--- config.mk ---
export PLATFORM = sky130hd
export DESIGN_NAME = sram_responder
export DESIGN_NICKNAME = d
export VERILOG_FILES = /design/src/rtl/mem_pkg.sv /design/src/rtl/sram_array.sv /design/src/rtl/sram_responder.sv
export SDC_FILE = /design/constraint.sdc
export NUM_CORES = 2
export LEC_CHECK = 0
export CORE_MARGIN = 5
export CORE_UTILIZATION = 46
export DETAILED_ROUTE_END_ITERATION = 10
export PLACE_DENSITY = 0.65
export SETUP_SLACK_MARGIN = 0.5
export SLEW_MARGIN = 0
export SYNTH_ARGS = -nofsm -noshare
export SYNTH_HDL_FRONTEND = slang
export SYNTH_HIERARCHICAL = 1
export SYNTH_SLANG_ARGS = --single-unit
--- constraint.sdc ---
create_clock -name Clk -period 4.1 [get_ports Clk]
set_input_delay 0.82 -clock Clk [delete_from_list [all_inputs] [get_ports Clk]]
set_output_delay 0.82 -clock Clk [all_outputs]
set_load 0.005 [all_outputs]
--- src/rtl/mem_pkg.sv ---
// rtl/mem_pkg.sv - shared types and constants for the SRAM responder
package mem_pkg;

    localparam int WORD_W   = 16;
    localparam int MAX_WAIT = 15;

    typedef enum logic [1:0] {
        IDLE    = 2'd0,
        WAIT    = 2'd1,
        RD_HOLD = 2'd2,
        WR_HOLD = 2'd3
    } mem_state_t;

endpackage

--- src/rtl/sram_array.sv ---
// rtl/sram_array.sv - byte-lane writable word array with combinational read
//  clk    : write clock
//  we_hi  : write enable for wdata[15:8]
//  we_lo  : write enable for wdata[7:0]
//  idx    : word index for both read and write
//  wdata  : write data
//  rdata  : combinational read of mem[idx]
module sram_array
    import mem_pkg::*;
#(
    parameter int ADDR_W = 8
) (
    input  logic              clk,
    input  logic              we_hi,
    input  logic              we_lo,
    input  logic [ADDR_W-1:0] idx,
    input  logic [WORD_W-1:0] wdata,
    output logic [WORD_W-1:0] rdata
);

    localparam int DEPTH = 2 ** ADDR_W;

    logic [WORD_W-1:0] mem [DEPTH];

    // Contents are deliberately not reset.
    always_ff @(posedge clk) begin
        if (we_hi) mem[idx][15:8] <= wdata[15:8];
        if (we_lo) mem[idx][7:0]  <= wdata[7:0];
    end

    assign rdata = mem[idx];

endmodule

--- src/rtl/sram_responder.sv ---
// rtl/sram_responder.sv - SRAM-interface responder with programmable wait states
//  Clk, Reset      : clock, asynchronous active-low reset
//  ADDR            : word address, low ADDR_W bits index the array
//  CE/UB/LB/OE/WE  : active-low chip, byte-lane, read and write strobes
//  Data_in         : write data from the CPU bus
//  Data_out/Data_oe: read data and its bus-drive enable
//  Mem_Ready       : one-cycle completion pulse
//  Proto_err       : one-cycle pulse when OE and WE are both low at request
module sram_responder
    import mem_pkg::*;
#(
    parameter int ADDR_W      = 8,
    parameter int WAIT_CYCLES = 2
) (
    input  logic        Clk,
    input  logic        Reset,
    input  logic [15:0] ADDR,
    input  logic        CE,
    input  logic        UB,
    input  logic        LB,
    input  logic        OE,
    input  logic        WE,
    input  logic [15:0] Data_in,
    output logic [15:0] Data_out,
    output logic        Data_oe,
    output logic        Mem_Ready,
    output logic        Proto_err
);

    localparam int               CNT_W    = $clog2(MAX_WAIT + 1);
    localparam logic [CNT_W-1:0] CNT_INIT = CNT_W'(WAIT_CYCLES);

    mem_state_t        state;
    logic [CNT_W-1:0]  cnt;
    logic [ADDR_W-1:0] addr_q;
    logic [WORD_W-1:0] data_q;
    logic              ub_q;
    logic              lb_q;
    logic              wr_q;

    logic              rd_req;
    logic              wr_req;
    logic              done;
    logic              arr_we_hi;
    logic              arr_we_lo;
    logic [WORD_W-1:0] arr_rdata;

    // A write wins over a read when OE and WE are both low.
    assign rd_req = ~CE & ~OE & WE;
    assign wr_req = ~CE & ~WE;

    // Last wait cycle of a non-aborted access.
    assign done      = (state == WAIT) & ~CE & (cnt == '0);
    assign arr_we_hi = done & wr_q & ~ub_q;
    assign arr_we_lo = done & wr_q & ~lb_q;

    // Combinational so the bus is released in the same cycle a strobe rises.
    assign Data_oe = (state == RD_HOLD) & ~CE & ~OE;

    generate
        if (ADDR_W < 16) begin : g_addr_alias
            logic addr_hi_unused;
            assign addr_hi_unused = ^ADDR[15:ADDR_W];
        end
    endgenerate

    sram_array #(
        .ADDR_W (ADDR_W)
    ) u_array (
        .clk   (Clk),
        .we_hi (arr_we_hi),
        .we_lo (arr_we_lo),
        .idx   (addr_q),
        .wdata (data_q),
        .rdata (arr_rdata)
    );

    always_ff @(posedge Clk or negedge Reset) begin
        if (!Reset) begin
            state     <= IDLE;
            cnt       <= '0;
            addr_q    <= '0;
            data_q    <= '0;
            ub_q      <= 1'b1;
            lb_q      <= 1'b1;
            wr_q      <= 1'b0;
            Data_out  <= 16'h0000;
            Mem_Ready <= 1'b0;
            Proto_err <= 1'b0;
        end else begin
            Mem_Ready <= 1'b0;
            Proto_err <= 1'b0;
            case (state)
                IDLE: begin
                    if (rd_req | wr_req) begin
                        state     <= WAIT;
                        cnt       <= CNT_INIT;
                        addr_q    <= ADDR[ADDR_W-1:0];
                        data_q    <= Data_in;
                        ub_q      <= UB;
                        lb_q      <= LB;
                        wr_q      <= wr_req;
                        Proto_err <= wr_req & ~OE;
                    end
                end
                WAIT: begin
                    if (CE) begin
                        state <= IDLE;
                    end else if (cnt != '0) begin
                        cnt <= cnt - CNT_W'(1);
                    end else begin
                        Mem_Ready <= 1'b1;
                        if (wr_q) begin
                            state <= WR_HOLD;
                        end else begin
                            Data_out <= {ub_q ? 8'h00 : arr_rdata[15:8],
                                         lb_q ? 8'h00 : arr_rdata[7:0]};
                            state    <= RD_HOLD;
                        end
                    end
                end
                // Hold until the strobe is released so one assertion is one access.
                RD_HOLD: if (CE | OE) state <= IDLE;
                WR_HOLD: if (CE | WE) state <= IDLE;
                default: state <= IDLE;
            endcase
        end
    end

endmodule

==> flow_summary.yaml <==
status:
  status: "complete, no violations"
detailed_routing:
  viasPerCell: 6.02
  wire_per_inst_um: 29.6
  ant_nets: 0
  drtPass1Iterations: 5
  drtIter0Drc: 9392
  wirelength_mm: 386
  num_vias: 78600
  drcViolationCount: 0
grt:
  grt-ovfl-total: 0
  grt_pass1_wl_mm: 560
  grt_antenna_before_repair: 11
  track_usage_pct: 21.4
  grt_max_degree: 181
  grt_pass1_vias: 79700
critical_path:
  r2r_cells: 12
  critical_path.cell_chain: "buf_12 -> buf_12 -> buf_16 -> buf_4 -> mux4_2 -> a22oi_1 -> a21oi_1 -> o41ai_2 -> buf_4 -> nand4_1 -> nor2b_1 -> mux2_2"
  r2r-start: "addr_q[0]$_DFFE_PN0P_"
  cp_slowest_stage_delay_ps: 510
  setup.worst_path.start: "addr_q[0]$_DFFE_PN0P_"
  worstSetupEndpointType: "flip-flop"
  critPathMaxFanout: 15
  crit_end: "Data_out[4]$_DFFE_PN0P_"
  timing.rr.end: "Data_out[4]$_DFFE_PN0P_"
  reg2reg_slack_ps: 320
  crit_type: "reg2reg"
  cp-start-kind: "flip-flop"
  critPathSlowestCell: "mux4_2"
  cp.required_ps: 4880
  arrival_ps: 4570
cells_and_area:
  area_growth_pct: 17.8
  final_cell_area_um2: 186000
  fillers: 25400
  regArea_um2: 124000
  fin_cells: 13000
  drive_gt1_share_pct: 34.4
  nets: 8204
  multi_input_area_um2: 33400
placement:
  post-dp-hpwl_mm: 227
  gp_congestion: 0.850
  numPlacedInstances: 12200
  placed_area_um2: 171000
  portBuffers: 49
clock_network:
  cts.sinks: 4147
  hold_buffers: 0
  clock_latency_ps: 920
  tritoncts: "done"
  cts_max_level: 5
  clkTransAtPathRegs_ps: 60
  cts_buffers: 387
  cts_root_buf: "clkbuf_16"
  cts_buffer_depth: 4
pwr:
  pwr-share-seq_pct: 44.8
  leakagePower_nw: 58.6
  internal_power_mw: 83.0
  pwr_density_cell_nw_per_um2: 626
  combPwrFrac_pct: 24.8
  p_clk_share_pct: 30.4
  p_sw_share_pct: 28.9
  peakVddDrop_mv: 0.510
  p_sw_mw: 33.7
logic_synthesis:
  ys_ff_latch: 4147
  synth-main-ff-cell: "edfxtp_1"
  synth_edf_count: 4096
  yosysMostFrequentCell: "edfxtp_1"
  yosys.area.top_type: "edfxtp_1"
  synth_top_area_share_pct: 77.7
  avgSynthCellArea_um2: 22.1
  synthesis.area_um2: 158000
  ys_seq_area_share_pct: 78.5
  synth_area_leaders: "edfxtp_1, mux4_2, a22oi_1"
  synthesis.nets: 7211
  syn_inst: 7171
  synth_cell_type_count: 38
  ys_warn_count: 6
  synthTopCellsByCount: "edfxtp_1, mux4_2, nor2_1"
  async_reset_ff_share_pct: 1.23
timing:
  final.min_clock_period_ps: 3780
  timing.fmax_mhz: 264
  hold_viol_final: 0
  rsz0062_at_grt: "true"
  maxSlewHeadroom_pct: 22.2
  slew_violations: 0
  skew_ps: 45.5
  finalCritPeriodShare_pct: 92.3
  setup_viol: 0
  fin_setup_tns_ps: 0
  tightest_slew_ps: 1170
floorplanning:
  die_w_um: 597
  start_util_pct: 46.2
  dieHeight_um: 597
  rows: 215
  die_area_um2: 356000
  pin_count: 58
  coreArea_um2: 343000
hold_path:
  hp-class: "in2async"
job:
  cap_violations: 0
worst min-delay path by stage:
stage / startpoint / endpoint / slack [ps] / cells after the start
2_1_floorplan: cnt[0]$_DFFE_PN0P_ / cnt[0]$_DFFE_PN0P_ / 470 / 1
3_3_place_gp: Data_out[14]$_DFFE_PN0P_ / Data_out[14]$_DFFE_PN0P_ / 500 / 1
3_5_place_dp: Data_out[14]$_DFFE_PN0P_ / Data_out[14]$_DFFE_PN0P_ / 510 / 1
4_1_cts: Reset / data_q[14]$_DFFE_PN0P_ / 30 / 1
5_1_grt: Reset / cnt[0]$_DFFE_PN0P_ / 110 / 1
6_report: Reset / data_q[14]$_DFFE_PN0P_ / 60 / 1
cell families (layout without fill, tap and decap cells):
logic type,after synthesis,after routing,synth area share [%]
other cells,0,15,0
fa+ha+maj,1,1,0.00790
buf+inv,462,1767,1.24
simple gates,648,648,1.69
flops,4147,4147,78.5
compound gates,847,847,3.66
mux,1066,1066,14.9
layout by cell type (no fill, tap or decap), types with 17 or more instances in the layout:
cell / instances
edfxtp_1: 4096
mux4_2: 1024
buf_4: 840
nor2_1: 514
clkbuf_16: 401
a22oi_1: 393
a21oi_1: 206
a22oi_2: 119
buf_12: 91
clkinv_1: 78
clkbuf_1: 72
clkinv_2: 70
a21oi_2: 52
clkdlybuf4s50_1: 48
mux2_2: 42
bufinv_16: 41
buf_16: 41
o41ai_2: 39
dfrtp_1: 31
clkinvlp_4: 25
nand4_1: 24
o41ai_1: 22
buf_6: 21
dfrtp_4: 18
nand3_1: 17
registers in the layout, summed over array words and instances (netlist names):
| register | cells |
|---|---|
| u_array/mem | 4096 |
| Data_out | 16 |
| data_q | 16 |
| addr_q | 8 |
| cnt | 4 |
| state | 2 |
| Mem_Ready | 1 |
| Proto_err | 1 |
| lb_q | 1 |
| ub_q | 1 |
| wr_q | 1 |
per-layer routing:
| layer | global-route usage (%) | up-vias | wire [µm] |
|---|---|---|---|
| li1 | - | 32400 | - |
| met1 | 30.5 | 41800 | 154000 |
| met2 | 33.7 | 3700 | 186000 |
| met3 | 4.79 | 577 | 36500 |
| met4 | 5.80 | 2 | 10200 |
| met5 | 0.311 | - | 153 |
final cells by class:
cell class	count	area share (%)
repair buffers	1064	5.64
clock inverters	231	1.21
well taps	4557	3.06
flip-flops and latches	4147	66.7
diodes	15	0.0201
inverters	2	0.00403
multi-input cells	2562	17.9
clock buffers	470	5.47
through the flow:
step / util [%] / setup WS [ps] / hold slack, ps / power, mW
CTS: 54.0 / 373 / 33.8 / 116
detailed placement: 49.8 / -417 / 509 / 79.3
global placement: 49.8 / -398 / 503 / 78.6
global route: 54.4 / 249 / 106 / 121
floorplan: - / 843 / 473 / 68.3
finish: 54.4 / 316 / 60.9 / 117
power groups by stage:
stage / combinational, mW / sequential, mW / clock (mW)
final: 29.0 / 52.3 / 35.5
after global routing: 30.4 / 52.4 / 37.9
after CTS: 28.0 / 52.3 / 36.1
after detailed placement: 26.0 / 53.3 / 0
after global placement: 25.5 / 53.2 / 0
after floorplan: 13.7 / 54.5 / 0
repair_timing:
| item | CTS | global route |
|---|---|---|
| cloned | 23 | 6 |
| pin swaps | 24 | 33 |
| setup endpoints to repair | 25 | 16 |
| buffers inserted | 46 | 60 |
| resized for setup | 183 | 132 |
worst max-delay path: cells and delay by family, from the launching register on:
kind	cells	cell delay [ps]
mux	2	770
buf+inv	5	960
simple gates	2	590
compound gates	3	870
flops	1	420
Power figures use the tool's default switching activity.
